## config.mk

```make
export PLATFORM = sky130hd
export DESIGN_NAME = x_uart_cmd_flat
export DESIGN_NICKNAME = d
export VERILOG_FILES = /design/src/rtl/x_uart_cmd_if.sv /design/src/rtl/x_uart_cmd.sv /design/src/flat_wrapper.sv
export SDC_FILE = /design/constraint.sdc
export NUM_CORES = 1
export LEC_CHECK = 0
export ABC_AREA = 1
export CAP_MARGIN = 20
export CORE_MARGIN = 2
export CORE_UTILIZATION = 44
export DETAILED_ROUTE_END_ITERATION = 8
export GPL_TIMING_DRIVEN = 1
export PLACE_DENSITY_LB_ADDON = 0.25
export SKIP_LAST_GASP = 1
export SLEW_MARGIN = 20
export SYNTH_ARGS = -nofsm -noshare
export SYNTH_HDL_FRONTEND = slang
export SYNTH_SLANG_ARGS = --single-unit
```

## constraint.sdc

```tcl
create_clock -name i_clk -period 1.24 [get_ports i_clk]
set_input_delay 0.248 -clock i_clk [delete_from_list [all_inputs] [get_ports i_clk]]
set_output_delay 0.248 -clock i_clk [all_outputs]
set_load 0.01 [all_outputs]
```

## src/rtl/x_uart_cmd_if.sv

```systemverilog
// rtl/x_uart_cmd_if.sv - byte-command bus between UART, register file and command decoder
//
// Purpose: bundles the UART receive strobe, register read/write strobes and the
// UART transmit handshake of x_uart_cmd into one interface.
// Ports (as seen by the decoder, modport slave):
//   i_valid, i_data     received byte strobe and byte
//   o_wr, o_rd          one-cycle register write / read strobes
//   o_addr, o_wdata     register address and write data
//   i_rdata             register read data, valid in the o_rd cycle
//   o_tx_valid, o_tx_data, i_tx_ready   response byte handshake
//   o_err               one-cycle error strobe
// The master modport is the environment view (UART + register file).
interface x_uart_cmd_if;
   logic       i_valid;
   logic [7:0] i_data;
   logic       o_wr;
   logic       o_rd;
   logic [3:0] o_addr;
   logic [7:0] o_wdata;
   logic [7:0] i_rdata;
   logic       o_tx_valid;
   logic [7:0] o_tx_data;
   logic       i_tx_ready;
   logic       o_err;

   modport slave (
      input  i_valid, i_data, i_rdata, i_tx_ready,
      output o_wr, o_rd, o_addr, o_wdata, o_tx_valid, o_tx_data, o_err
   );

   modport master (
      output i_valid, i_data, i_rdata, i_tx_ready,
      input  o_wr, o_rd, o_addr, o_wdata, o_tx_valid, o_tx_data, o_err
   );
endinterface

```

## src/rtl/x_uart_cmd.sv

```systemverilog
// rtl/x_uart_cmd.sv - UART byte-command decoder driving a 16-entry register file
//
// Purpose: decodes command bytes (bit7 write/read, bits6:4 reserved zero,
// bits3:0 address). A write takes a second byte as data; a read fetches the
// register and returns it as one response byte over the transmit handshake.
// Ports:
//   i_clk  rising-edge clock
//   i_rst  asynchronous active-high reset
//   bus    x_uart_cmd_if.slave, see the interface file for its signals
// Parameter:
//   p_timeout  maximum idle cycles allowed between the two bytes of a write
module x_uart_cmd #(
   parameter int p_timeout = 2048
) (
   input  logic          i_clk,
   input  logic          i_rst,
   x_uart_cmd_if.slave   bus
);

   localparam int CW = $clog2(p_timeout + 1);
   localparam logic [CW-1:0] LAST_CNT = CW'(p_timeout - 1);

   typedef enum logic [1:0] {
      S_IDLE,
      S_DATA,
      S_RD,
      S_RESP
   } state_t;

   state_t        state_q;
   logic [CW-1:0] cnt_q;
   logic          wr_q;
   logic          rd_q;
   logic          err_q;
   logic [3:0]    addr_q;
   logic [7:0]    wdata_q;
   logic          tx_valid_q;
   logic [7:0]    tx_data_q;

   always_ff @(posedge i_clk or posedge i_rst) begin
      if (i_rst) begin
         state_q    <= S_IDLE;
         cnt_q      <= '0;
         wr_q       <= 1'b0;
         rd_q       <= 1'b0;
         err_q      <= 1'b0;
         addr_q     <= 4'h0;
         wdata_q    <= 8'h00;
         tx_valid_q <= 1'b0;
         tx_data_q  <= 8'h00;
      end else begin
         // strobes are single-cycle by construction: cleared every cycle unless re-set below
         wr_q  <= 1'b0;
         rd_q  <= 1'b0;
         err_q <= 1'b0;
         case (state_q)
            S_IDLE: begin
               if (bus.i_valid) begin
                  if (bus.i_data[6:4] != 3'b000) begin
                     err_q <= 1'b1;
                  end else begin
                     addr_q <= bus.i_data[3:0];
                     if (bus.i_data[7]) begin
                        state_q <= S_DATA;
                        cnt_q   <= '0;
                     end else begin
                        state_q <= S_RD;
                        rd_q    <= 1'b1;
                     end
                  end
               end
            end
            S_DATA: begin
               if (bus.i_valid) begin
                  wr_q    <= 1'b1;
                  wdata_q <= bus.i_data;
                  state_q <= S_IDLE;
               end else if (cnt_q == LAST_CNT) begin
                  err_q   <= 1'b1;
                  state_q <= S_IDLE;
               end else begin
                  // leaving at LAST_CNT keeps the count from ever passing it, so it cannot wrap
                  cnt_q <= cnt_q + CW'(1);
               end
            end
            S_RD: begin
               // i_rdata is valid combinationally while o_rd is high, i.e. this cycle
               tx_data_q  <= bus.i_rdata;
               tx_valid_q <= 1'b1;
               state_q    <= S_RESP;
               if (bus.i_valid) begin
                  err_q <= 1'b1;
               end
            end
            S_RESP: begin
               if (bus.i_valid) begin
                  err_q <= 1'b1;
               end
               if (bus.i_tx_ready) begin
                  tx_valid_q <= 1'b0;
                  state_q    <= S_IDLE;
               end
            end
            default: begin
               state_q <= S_IDLE;
            end
         endcase
      end
   end

   assign bus.o_wr       = wr_q;
   assign bus.o_rd       = rd_q;
   assign bus.o_err      = err_q;
   assign bus.o_addr     = addr_q;
   assign bus.o_wdata    = wdata_q;
   assign bus.o_tx_valid = tx_valid_q;
   assign bus.o_tx_data  = tx_data_q;

endmodule

```

## src/flat_wrapper.sv

```systemverilog
// flat-port wrapper written by rule: the top's interface ports become plain ports
module x_uart_cmd_flat 
#(
   parameter int p_timeout = 2048
)
  (i_clk, i_rst, bus_i_valid, bus_i_data, bus_i_rdata, bus_i_tx_ready, bus_o_wr, bus_o_rd, bus_o_addr, bus_o_wdata, bus_o_tx_valid, bus_o_tx_data, bus_o_err);
  x_uart_cmd_if bus_i ();
  input  logic i_clk;
  input  logic i_rst;
  input wire logic [$bits(bus_i.i_valid)-1:0] bus_i_valid;
  input wire logic [$bits(bus_i.i_data)-1:0] bus_i_data;
  input wire logic [$bits(bus_i.i_rdata)-1:0] bus_i_rdata;
  input wire logic [$bits(bus_i.i_tx_ready)-1:0] bus_i_tx_ready;
  output wire logic [$bits(bus_i.o_wr)-1:0] bus_o_wr;
  output wire logic [$bits(bus_i.o_rd)-1:0] bus_o_rd;
  output wire logic [$bits(bus_i.o_addr)-1:0] bus_o_addr;
  output wire logic [$bits(bus_i.o_wdata)-1:0] bus_o_wdata;
  output wire logic [$bits(bus_i.o_tx_valid)-1:0] bus_o_tx_valid;
  output wire logic [$bits(bus_i.o_tx_data)-1:0] bus_o_tx_data;
  output wire logic [$bits(bus_i.o_err)-1:0] bus_o_err;
  assign bus_i.i_valid = bus_i_valid;
  assign bus_i.i_data = bus_i_data;
  assign bus_i.i_rdata = bus_i_rdata;
  assign bus_i.i_tx_ready = bus_i_tx_ready;
  assign bus_o_wr = bus_i.o_wr;
  assign bus_o_rd = bus_i.o_rd;
  assign bus_o_addr = bus_i.o_addr;
  assign bus_o_wdata = bus_i.o_wdata;
  assign bus_o_tx_valid = bus_i.o_tx_valid;
  assign bus_o_tx_data = bus_i.o_tx_data;
  assign bus_o_err = bus_i.o_err;
  x_uart_cmd #(.p_timeout(p_timeout)) u_core (.i_clk(i_clk), .i_rst(i_rst), .bus(bus_i));
endmodule
```

==> results.sh, run 1 <==
export IMPL_area_growth_pct=50.2
export IMPL_worstPathArrival_ps=1560
export IMPL_synthesis_area_sq_um=1780
export IMPL_first_iter_violations=125
export IMPL_layout_cells_non_filler=333
export IMPL_cts_max_path_buffers=2
export IMPL_routed_via_density=4.88
export IMPL_syn_area_per_cell_sq_um=8.59
export IMPL_io_pins=44
export IMPL_status="finished with violations"
export IMPL_grt_max_degree=39
export IMPL_numCtsBuffers=5
export IMPL_drc_errors=0
export IMPL_yosysMostFrequentCell="nand2_1"
export IMPL_die_w_um=67.6
export IMPL_via_count=1624
export IMPL_antenna_cells=0
export IMPL_synth_top_family_by_area="simple AND/OR/NAND/NOR gates"
export IMPL_fin_ws_ps=-84.8
export IMPL_synthMuxAreaShare_pct=5.07
export IMPL_fp_dieH_um=67.6
export IMPL_pre_cts_ws_ps=-378
export IMPL_maxCapViolCount=0
export IMPL_core_area_sq_um=3940
export IMPL_syn_instance_count=207
export IMPL_ys_flop_type="dfrtp_1"
export IMPL_synth_compound_area_share_pct=3.80
export IMPL_cts_hold_buffers=0
export IMPL_die_area_sq_um=4570
export IMPL_finalSetupViolCount=15
export IMPL_yosysTopAreaCell="dfrtp_1"
export IMPL_fin_tns_setup_ps=-893
export IMPL_reg2reg_setup_slack_ps=-80
export IMPL_synth_xor_area_share_pct=1.48
export IMPL_start_util_pct=45.1
export IMPL_ir_drop_mv=1.16
export IMPL_synthArstFlopShare_pct=100
export IMPL_hold_viol=0
export IMPL_tightest_slew_ps=236
export IMPL_grt_pass1_vias=1605
export IMPL_slowest_delay_ps=410
export IMPL_fin_skew_ps=8.64
export IMPL_numClockSinks=38
export IMPL_crit_path_end_kind="register"
export IMPL_fp_row_count=23
export IMPL_ys_ff_latch=38
export IMPL_violations="setup timing"
export IMPL_cts_root_buf="clkbuf_8"
export IMPL_synth_edf_count=0
export IMPL_synth_commonest_cells="77 x nand2_1, 38 x dfrtp_1, 18 x inv_1"
export IMPL_holdCritPathClass="input port to register"
export IMPL_finalWorstPathRequiredPeriod_ps=1320
export IMPL_synth_fa_ha_area_share_pct=0.704
export IMPL_path_clk_slew_ps=80
export IMPL_drv_slew=0
export IMPL_slew_headroom_pct=84.2
export IMPL_grt_usage_pct=19.8
export IMPL_yosys_top_cells_area="dfrtp_1 53%, nand2_1 16%, mux2_2 5.1%, nand3_1 4.2%, inv_1 3.8%"
export IMPL_grt_overflow_total=0
export IMPL_cp_top_family="simple AND/OR/NAND/NOR gates"
export IMPL_wirelength_um=3990
export IMPL_cts_htree_levels=2
export IMPL_timing_critical_path_buf_inv=0
export IMPL_dp_cells=320
export IMPL_max_freq_ghz=0.755
export IMPL_grt_pass1_wl_um=6810
export IMPL_drtAntennaViolNets=0
export IMPL_leakage_nw=1.35
export IMPL_synth_top_cell_area_share_pct=53.5
export IMPL_rsz0062_at_grt="yes"
export IMPL_ys_seq_area_share_pct=53.5
export IMPL_drt_first_pass_iters=4
export IMPL_cts_tree="done"
export IMPL_wl_per_cell_um=12.0
export IMPL_crit_path_cell_trace="ha_4 > nand2_4 > nor2_4 > nand2_2 > nor2_2 > nand2_2 > nand2_4 > nand2_1 > nand2_1"
export IMPL_fin_crit_sh_pct=107
export IMPL_clkLatencyLatePin_ps=290
export IMPL_gp_congestion=0.777
export IMPL_post_dp_hpwl_um=2730
export IMPL_syn_nets=228
export IMPL_drive_gt1_share_pct=24.0
export IMPL_ys_warn_count=0
export IMPL_crit_path_start_kind="register"
export IMPL_nNetsFinal=303
export IMPL_cp_required_ps=1470
export IMPL_ys_types=23
export IMPL_critPathSlowestCell="dfrtp_1"
export IMPL_p_per_area_nw_per_um2=2020
export IMPL_path_max_fanout=6
export IMPL_yosys_area_share_simple_pct=29.6
export IMPL_io_buffer_count=43
export IMPL_antenna_found_initial=0
export IMPL_critical_path_class="register to register"
area by class of cell:
class / count / area (sq um)
clock buffers: 6 / 82.6
clock inverters: 2 / 60.1
fillers: 317 / 1270
inverters: 21 / 83.8
multi-input cells: 147 / 807
flip-flops and latches: 38 / 951
well taps: 50 / 62.6
repair buffers: 69 / 623
worst min-delay path, stage by stage:
cell and delay [ps]:
dlymetal6s2s_1 150, nand3_1 90, o21ai_0 70
state kept, by name, indices dropped and copies added, names as in the netlist:
signal                 flops
u_core.bus.o_err           1
u_core.bus.o_tx_data       8
u_core.cnt_q              12
u_core.bus.o_addr          4
u_core.bus.o_wr            1
u_core.state_q             2
u_core.bus.o_rd            1
u_core.bus.o_wdata         8
u_core.bus.o_tx_valid      1
metrics by stage:
stage	utilization [%]	power (mW)	area, sq um	hold WS [ps]
finish	67.7	5.39	2670	293
global route	67.7	5.78	2670	331
CTS	65.8	5.31	2590	314
detailed placement	61.9	4.17	2440	457
global placement	61.9	4.13	2440	455
floorplan	-	3.01	1790	314
cell usage in the layout (no fill, tap or decap), types with 7 or more instances in the layout:
cell type,count
buf_4,24
clkdlybuf4s15_1,7
clkdlybuf4s50_1,18
dfrtp_1,38
dlygate4sd2_1,17
inv_1,17
mux2_2,8
nand2_1,73
nand3_1,13
nor2_1,7
o21ai_0,8
kinds of logic after synthesis:
group / Yosys count
fa+ha+maj: 1
buf+inv: 23
xor+xnor: 3
simple gates: 121
mux: 8
compound gates: 13
flops: 38
power by group:
part | switching [mW] | internal, mW
Combinational | 1.05 | 1.09
Sequential | 0.261 | 1.68
Clock | 0.450 | 0.858
timing repair:
item                                    4_1_cts  5_1_grt
endpoints found under the setup margin       36       39
pin swaps                                     8        3
endpoints found under the hold margin         0        0
cloned                                        1        0
resized for setup                            29       23
setup buffers                                 2        2
path summary, 6_finish.rpt:
kind	startpoint	endpoint	depth (start not counted)
max in group asynchronous	i_rst	u_core.bus.o_wr	3
min	bus_i_valid	u_core.bus.o_err	3
min in group asynchronous	i_rst	u_core.bus.o_rd	3
max reg2reg	u_core.cnt_q[1]	u_core.cnt_q[4]	9
min reg2reg	u_core.bus.o_wdata[4]	u_core.bus.o_wdata[4]	2
max	u_core.cnt_q[1]	u_core.cnt_q[4]	9
layer usage:
layer / track usage [%] / wire length (um)
met1: 24.4 / 1770
met2: 32.5 / 1940
met3: 6.50 / 251
met4: 6.89 / 34
met5: 0 / 0
(Power assumes the default switching activity.)
==> inputs of run 2 (changes only) <==
--- a/config.mk
+++ b/config.mk
@@ -7,7 +7,6 @@
 export LEC_CHECK = 0
 export ABC_AREA = 1
 export CAP_MARGIN = 20
-export CORE_MARGIN = 2
 export CORE_UTILIZATION = 44
 export DETAILED_ROUTE_END_ITERATION = 8
 export GPL_TIMING_DRIVEN = 1
==> results.sh, run 2 (synthesized netlist as in run 1, its figures left out) <==
export IMPL_status="finished with violations"
export IMPL_violations="setup timing"
export IMPL_cts_tree="done"
export IMPL_r2r_start="u_core.cnt_q[0]"
export IMPL_maxCapViolCount=0
export IMPL_cts_hold_buffers=0
export IMPL_cts_root_buf="clkbuf_8"
export IMPL_path_clk_slew_ps=70
export IMPL_reg2reg_setup_slack_ps=-150
export IMPL_die_area_sq_um=4300
export IMPL_cts_max_path_buffers=2
export IMPL_numClockSinks=38
export IMPL_io_pins=44
export IMPL_drive_gt1_share_pct=28.7
export IMPL_worstPathArrival_ps=1630
export IMPL_nNetsFinal=309
export IMPL_post_dp_hpwl_um=2810
export IMPL_fin_tns_setup_ps=-1970
export IMPL_wl_per_cell_um=13.2
export IMPL_wirelength_um=4450
export IMPL_via_count=1665
export IMPL_regArea_sq_um=952
export IMPL_pre_cts_ws_ps=-339
export IMPL_clkLatencyLatePin_ps=300
export IMPL_grt_max_degree=39
export IMPL_finalWorstPathRequiredPeriod_ps=1390
export IMPL_grt_overflow_total=0
export IMPL_critical_path_class="register to register"
export IMPL_placed_cell_area_sq_um=2450
export IMPL_regMostFlops="u_core.cnt_q"
export IMPL_p_per_area_nw_per_um2=1980
export IMPL_finalPower_mw=5.34
export IMPL_hold_viol=0
export IMPL_fp_dieH_um=65.6
export IMPL_start_util_pct=47.1
export IMPL_post_route_util_pct=71.7
export IMPL_gp_congestion=0.793
export IMPL_grt_pass1_wl_um=6560
export IMPL_cp_required_ps=1480
export IMPL_layout_cells_non_filler=337
export IMPL_die_w_um=65.6
export IMPL_first_iter_violations=101
export IMPL_crit_path_end_kind="register"
export IMPL_fin_skew_ps=4.95
export IMPL_multiInputGateArea_sq_um=838
export IMPL_antenna_cells=0
export IMPL_timing_rr_end="u_core.cnt_q[7]"
export IMPL_fp_row_count=22
export IMPL_dp_cells=320
export IMPL_path_max_fanout=6
export IMPL_hold_worst_slack_ps=317
export IMPL_rsz0062_at_grt="yes"
export IMPL_finalSetupViolCount=19
export IMPL_area_growth_pct=52.0
export IMPL_core_area_sq_um=3770
export IMPL_io_buffer_count=43
export IMPL_routed_via_density=4.94
export IMPL_largest_register_ffs=12
export IMPL_final_design_area_no_fill_sq_um=2700
export IMPL_r2r_cells=9
export IMPL_drc_errors=0
export IMPL_drv_slew=0
export IMPL_final_common_cell="nand2_1"
export IMPL_grt_usage_pct=21.2
export IMPL_fillCellCount=273
export IMPL_leakage_nw=1.36
export IMPL_cts_htree_levels=2
export IMPL_antenna_found_initial=0
export IMPL_holdCritPathClass="input port to asynchronous set/reset pin"
export IMPL_fin_ws_ps=-153
export IMPL_final_cell_mix="68 x nand2_1, 37 x dfrtp_1, 26 x buf_4"
export IMPL_grt_pass1_vias=1490
export IMPL_numCtsBuffers=5
export IMPL_ir_drop_mv=1.25
export IMPL_slew_headroom_pct=82.8
export IMPL_drtAntennaViolNets=0
export IMPL_crit_path_start_kind="register"
export IMPL_drt_first_pass_iters=4
export IMPL_fin_crit_sh_pct=112
export IMPL_max_freq_ghz=0.718
export IMPL_tightest_slew_ps=256
[run 2: changes by cell type in the layout (fill, tap and decap cells not counted), sizes merged]
| cell | before | now |
|---|---|---|
| buf | 26 | 31 |
| clkbuf | 6 | 7 |
| clkinv | 1 | 3 |
| clkdlybuf4s15 | 7 | 6 |
| clkdlybuf4s50 | 18 | 19 |
| dlymetal6s2s | 1 | 0 |
| bufinv | 2 | 0 |
| dlygate4sd2 | 17 | 18 |
[run 2: repair_timing]
item | 4_1_cts | 5_1_grt
cloned | 1 | 1
endpoints found under the setup margin | 45 | 35
pin swaps | 7 | 9
resized for setup | 35 | 34
buffers inserted | 0 | 7
[run 2: critical path: stages, from the launching register on]
cell	delay [ps]
dfrtp_1	420
ha_4	160
nand2_4	60
nor2_4	130
nand2_2	80
nor2_2	110
nand2_2	110
nand2_4	120
nand2_1	70
nand2_1	60
[run 2: worst max path at each step]
stage               cells past startpoint               to  slack [ps]             from
finish                                  9  u_core.cnt_q[7]        -150  u_core.cnt_q[0]
global route                            9  u_core.cnt_q[7]        -210  u_core.cnt_q[0]
CTS                                     9  u_core.cnt_q[1]        -130  u_core.cnt_q[0]
detailed placement                      9  u_core.cnt_q[7]        -340      bus_i_valid
global placement                        9  u_core.cnt_q[8]        -290    bus_i_data[4]
floorplan                              10  u_core.cnt_q[8]         -30  u_core.cnt_q[0]
[run 2: routing by layer]
metal  part of all wire [%]  track usage (%)  vias up
li1                       -                -      827
met1                     43             25.6      791
met2                     51             35.1       41
met3                    4.3             6.94        6
met4                    1.2             8.15        0
met5                      0                0        -
[run 2: report_power, final]
group | internal (mW) | switching (mW)
logic | 1.28 | 1.20
registers | 1.68 | 0.287
clock network | 0.448 | 0.436
[run 2: final cells by class]
type / count / share of cell area (%)
Tap cell: 48 / 2.22
Timing Repair Buffer: 74 / 24.7
Sequential cell: 38 / 35.2
Timing Repair inverter: 1 / 0.231
Multi-Input combinational cell: 147 / 31.0
Clock inverter: 1 / 0.185
Inverter: 21 / 3.19
Clock buffer: 7 / 3.19
